**config.mk**
```make
export PLATFORM = sky130hd
export DESIGN_NAME = atm_session_timer_flat
export DESIGN_NICKNAME = d
export VERILOG_FILES = /design/src/rtl/atm_session_timer_if.sv /design/src/rtl/atm_session_timer.sv /design/src/flat_wrapper.sv
export SDC_FILE = /design/constraint.sdc
export NUM_CORES = 1
export LEC_CHECK = 0
export BUFFER_PORTS_ARGS = -buffer_cell sky130_fd_sc_hd__clkbuf_2
export CORE_AREA = 4 4 69 71
export CTS_CLUSTER_DIAMETER = 100
export DETAILED_ROUTE_END_ITERATION = 10
export DIE_AREA = 0 0 73 75
export PLACE_DENSITY_LB_ADDON = 0.3
export SYNTH_ARGS = -nofsm -noshare
export SYNTH_HDL_FRONTEND = slang
export SYNTH_SLANG_ARGS = --single-unit
```
**constraint.sdc**
```tcl
create_clock -name clk -period 3.5 [get_ports clk]
set_input_delay 0.7 -clock clk [delete_from_list [all_inputs] [get_ports clk]]
set_output_delay 0.7 -clock clk [all_outputs]
set_load 0.05 [all_outputs]
```
**src/rtl/atm_session_timer_if.sv**
```systemverilog
// Control/status bundle between the ATM controller and the session inactivity timer.
// The controller drives the session pulses; the timer returns its registered status.
interface atm_session_timer_if #(
    parameter int unsigned CNT_W = 8
) ();

    logic             start;
    logic             activity;
    logic             done;
    logic             active;
    logic             warn;
    logic             timeout;
    logic             locked;
    logic [CNT_W-1:0] secs_left;

    modport master (
        output start,
        output activity,
        output done,
        input  active,
        input  warn,
        input  timeout,
        input  locked,
        input  secs_left
    );

    modport slave (
        input  start,
        input  activity,
        input  done,
        output active,
        output warn,
        output timeout,
        output locked,
        output secs_left
    );

endinterface

```
**src/rtl/atm_session_timer.sv**
```systemverilog
// Customer-session inactivity timer: samples the slow sec_clk, turns each rise into a tick,
// counts down from TIMEOUT_S, warns near expiry and locks the session at zero.
module atm_session_timer #(
    parameter int unsigned TIMEOUT_S = 30,
    parameter int unsigned WARN_S    = 10,
    parameter int unsigned CNT_W     = 8
) (
    input  logic                 clk,
    input  logic                 rst,
    input  logic                 sec_clk,
    atm_session_timer_if.slave   bus
);

    localparam logic [CNT_W-1:0] Reload  = CNT_W'(TIMEOUT_S);
    localparam logic [CNT_W-1:0] WarnLvl = CNT_W'(WARN_S);
    localparam logic [CNT_W-1:0] CntOne  = CNT_W'(1);
    localparam logic [CNT_W-1:0] CntZero = '0;

    typedef enum logic [1:0] {
        StIdle,
        StRun,
        StWarn,
        StExpired
    } state_e;

    // sec_clk is asynchronous: two flops for metastability, a third for edge detection.
    logic [1:0] sync_q;
    logic       prev_q;
    logic       tick;

    always_ff @(posedge clk or posedge rst) begin
        if (rst) begin
            sync_q <= 2'b00;
            prev_q <= 1'b0;
        end else begin
            sync_q <= {sync_q[0], sec_clk};
            prev_q <= sync_q[1];
        end
    end

    assign tick = sync_q[1] & ~prev_q;

    state_e           state_q, state_d;
    logic [CNT_W-1:0] cnt_q, cnt_d;
    logic             timeout_q, timeout_d;
    logic             active_q, active_d;
    logic             warn_q, warn_d;
    logic             locked_q, locked_d;

    always_comb begin
        state_d   = state_q;
        cnt_d     = cnt_q;
        timeout_d = 1'b0;

        unique case (state_q)
            StIdle: begin
                if (bus.start) begin
                    state_d = StRun;
                    cnt_d   = Reload;
                end
            end

            StRun, StWarn: begin
                if (bus.done) begin
                    state_d = StIdle;
                    cnt_d   = CntZero;
                end else if (bus.start || bus.activity) begin
                    // Reload takes priority; a coincident tick is dropped.
                    state_d = StRun;
                    cnt_d   = Reload;
                end else if (tick) begin
                    if (cnt_q > CntOne) begin
                        cnt_d   = cnt_q - CntOne;
                        state_d = (cnt_d <= WarnLvl) ? StWarn : StRun;
                    end else begin
                        state_d   = StExpired;
                        cnt_d     = CntZero;
                        timeout_d = 1'b1;
                    end
                end
            end

            StExpired: begin
                cnt_d = CntZero;
                if (bus.done) begin
                    state_d = StIdle;
                end
            end

            default: begin
                state_d = StIdle;
                cnt_d   = CntZero;
            end
        endcase

        // Status flags are decoded from the next state so they land with secs_left.
        active_d = (state_d == StRun) || (state_d == StWarn);
        warn_d   = (state_d == StWarn);
        locked_d = (state_d == StExpired);
    end

    always_ff @(posedge clk or posedge rst) begin
        if (rst) begin
            state_q   <= StIdle;
            cnt_q     <= CntZero;
            timeout_q <= 1'b0;
            active_q  <= 1'b0;
            warn_q    <= 1'b0;
            locked_q  <= 1'b0;
        end else begin
            state_q   <= state_d;
            cnt_q     <= cnt_d;
            timeout_q <= timeout_d;
            active_q  <= active_d;
            warn_q    <= warn_d;
            locked_q  <= locked_d;
        end
    end

    assign bus.secs_left = cnt_q;
    assign bus.timeout   = timeout_q;
    assign bus.active    = active_q;
    assign bus.warn      = warn_q;
    assign bus.locked    = locked_q;

endmodule

```
**src/flat_wrapper.sv**
```systemverilog
// flat-port wrapper written by rule: the top's interface ports become plain ports
module atm_session_timer_flat 
#(
    parameter int unsigned TIMEOUT_S = 30,
    parameter int unsigned WARN_S    = 10,
    parameter int unsigned CNT_W     = 8
)
  (clk, rst, sec_clk, bus_start, bus_activity, bus_done, bus_active, bus_warn, bus_timeout, bus_locked, bus_secs_left);
  atm_session_timer_if #(.CNT_W(CNT_W)) bus_i ();
  input  logic clk;
  input  logic rst;
  input  logic sec_clk;
  input wire logic [$bits(bus_i.start)-1:0] bus_start;
  input wire logic [$bits(bus_i.activity)-1:0] bus_activity;
  input wire logic [$bits(bus_i.done)-1:0] bus_done;
  output wire logic [$bits(bus_i.active)-1:0] bus_active;
  output wire logic [$bits(bus_i.warn)-1:0] bus_warn;
  output wire logic [$bits(bus_i.timeout)-1:0] bus_timeout;
  output wire logic [$bits(bus_i.locked)-1:0] bus_locked;
  output wire logic [$bits(bus_i.secs_left)-1:0] bus_secs_left;
  assign bus_i.start = bus_start;
  assign bus_i.activity = bus_activity;
  assign bus_i.done = bus_done;
  assign bus_active = bus_i.active;
  assign bus_warn = bus_i.warn;
  assign bus_timeout = bus_i.timeout;
  assign bus_locked = bus_i.locked;
  assign bus_secs_left = bus_i.secs_left;
  atm_session_timer #(.TIMEOUT_S(TIMEOUT_S), .WARN_S(WARN_S), .CNT_W(CNT_W)) u_core (.clk(clk), .rst(rst), .sec_clk(sec_clk), .bus(bus_i));
endmodule
```
==> results.toml <==
[status]
status = "finished, final reports clean"

[power]
power.density_nw_per_um2 = 689
intPower_uw = 449
total_power_uw = 818
seqPwrFrac = 0.341
clkPwrFrac = 0.180
comb_power_share = 0.479
peakVddDrop_v = 0.000303
swShare = 0.452
p_switching_uw = 370
leakage_nw = 0.538

[global_routing]
grt_pass1_vias = 845
antenna_found_initial = 0
grt_pass1_wl_um = 3820
grt_max_degree = 18
overflow = 0
grt.total_usage = 0.0904

[route]
wl_per_cell_um = 12.7
num_vias = 822
drc_errors = 0
drtIter0Drc = 50
detail-route-antenna-nets = 0
vias_per_cell = 4.70
dr.pass1.iters = 4
wl_um = 2220

[clock_tree]
clk_latency_ns = 0.25
clockBufferDepth = 2
postCtsSetupBuffers = 0
cts-root-buf = "clkbuf_8"
cts_resized = 0
cts_tree = "done"
cts_max_level = 1
clk_pin_slew_ns = 0.07
clock-sinks = 17
numCtsBuffers = 3
cts_hold_buffers = 0

[sta]
drv_slew = 0
fmax_mhz = 434
hold_viol_final = 0
fin_skew_ns = 0.00219
tns_ns = 0
worst_pin_slew_ns = 0.976
holdWs_ns = 0.358
setup_violations = 0
slew_headroom = 0.349
rsz0062_at_grt = "false"
fin_crit_sh = 0.659
finalCriticalPeriod_ns = 2.31

[layout]
final_cells = 175
area_growth_pct = 19.1
drive_gt1_frac = 0.236
nets = 137
num_antenna_cells = 0

[synthesis]
synth_mux_area_frac = 0
synth-compound-area-share = 0.216
synthTopCellsByArea = "dfrtp_1, ha_1, a21oi_1"
yosysTopAreaCell = "dfrtp_1"
syn-num-nets = 116
netlist_instances = 103
synth_edf_count = 0
synthSimpleGateAreaFrac = 0.199
synth_top_family_by_area = "compound AO/OA/AOI/OAI gates"
ys_warn_count = 0
ys_seq_area_frac = 0.427
synthArstFlopShare = 1.00
synth_commonest_cells = "dfrtp_1, nor2_1, a21oi_1"
synth.distinct_cells = 33
ys.flop_type = "dfrtp_1"
avgSynthCellArea_um2 = 9.68
synth_top_area_frac = 0.427
synth-adder-area-share = 0.0878
synth_xor_area_frac = 0.0351
yosysMostFrequentCell = "dfrtp_1"
synth_seq_cells = 17
syn_area_um2 = 997

[critical_path]
arrival_ns = 2.44
crit_slowest_cell = "a21oi_1"
cp_max_fo = 12
path_delay_family = "compound AO/OA/AOI/OAI gates"
critPathCaptureType = "register"
critical_path_class = "reg2reg"
worst-path-buf-inv = 1
crit_chain = "inv_1 -> ha_1 -> and2b_4 -> and3_1 -> a21oi_1 -> nand2b_1 -> o41ai_1"
cp.required_ns = 3.63
max_stage_delay_ns = 0.75
startpoint_type = "register"

[placement]
place_inst = 171
place_hpwl_um = 1660
globalplace.congestion = 0.782
io_buffers = 17

[flow_run]
drv_cap = 0

[floorplan]
die_x_um = 73
io_pins = 18
initial_core_util = 0.236
core_area_um2 = 4230
rows = 24
dieArea_um2 = 5480
dieHeight_um = 75

[min_path]
hold_path_class = "reg2reg"
## sequential cells by signal (all words and copies together), names as in the netlist
| register | count |
|---|---|
| u_core.bus.secs_left | 8 |
| u_core.sync_q | 2 |
| u_core.prev_q | 1 |
| u_core.bus.timeout | 1 |
| u_core.bus.active | 1 |
| u_core.bus.locked | 1 |
| u_core.bus.warn | 1 |
| u_core.state_q | 2 |
## cell usage in the layout, fill, tap and decap left out, types with 2 or more instances in the layout
master     n
and3_1     2
o211a_1    2
a21oi_1   10
a31oi_1    3
clkbuf_8   3
nand2_1    4
clkbuf_2  17
nand2b_1   3
nor2b_1    3
nor4_2     2
dfrtp_1   17
xnor2_1    4
a211oi_2   2
ha_1       7
inv_1      8
nor2_1    11
o21ai_0    7
## cell families (layout without fill, tap and decap cells)
group / Yosys count / in the layout
simple gates: 34 / 34
compound gates: 32 / 32
flops: 17 / 17
buf+inv: 9 / 29
fa+ha+maj: 7 / 7
xor+xnor: 4 / 4
## area by class of cell
type,count,area [um2]
clock buffer,4,45.0
fill,450,3050
inverter,8,30.0
multi-input combinational,77,537
sequential,17,425
tap,52,65.1
timing repair buffer,17,85.1
## worst paths after layout
kind / slack, ns / from / cells after the start / end
worst max-delay path: 1.19 / u_core.state_q[0] / 7 / u_core.bus.secs_left[5]
worst min-delay path: 0.36 / u_core.sync_q[0] / 0 / u_core.sync_q[1]
worst max register to register: 1.19 / u_core.state_q[0] / 7 / u_core.bus.secs_left[5]
worst min register to register: 0.36 / u_core.sync_q[0] / 0 / u_core.sync_q[1]
max in group asynchronous: 2.56 / rst / 2 / u_core.bus.secs_left[2]
min in group asynchronous: 0.52 / rst / 2 / u_core.bus.timeout
## through the flow
step	worst slack, ns	area, um2	utilization
after floorplan	1.13	997	-
after global placement	1.24	1140	0.270
after detailed placement	1.21	1140	0.270
after CTS	1.23	1190	0.280
after global routing	1.04	1190	0.280
final	1.19	1190	0.280
## power groups by stage
| stage | combinational [mW] | sequential, mW | clock [mW] |
|---|---|---|---|
| after floorplan | 0.224 | 0.362 | 0 |
| after global placement | 0.387 | 0.280 | 0 |
| after detailed placement | 0.392 | 0.282 | 0 |
| after CTS | 0.393 | 0.278 | 0.154 |
| after global routing | 0.430 | 0.284 | 0.162 |
| final | 0.392 | 0.279 | 0.147 |
## layer usage
metal  vias up  global-route usage  part of all wire
met3         5              0.0200             0.046
met5         -                   0                 0
met1       393               0.124              0.50
met4         0              0.0410             0.018
met2        21               0.136              0.43
li1        403                   -                 -
No activity file was read; power rests on OpenSTA's default activity.
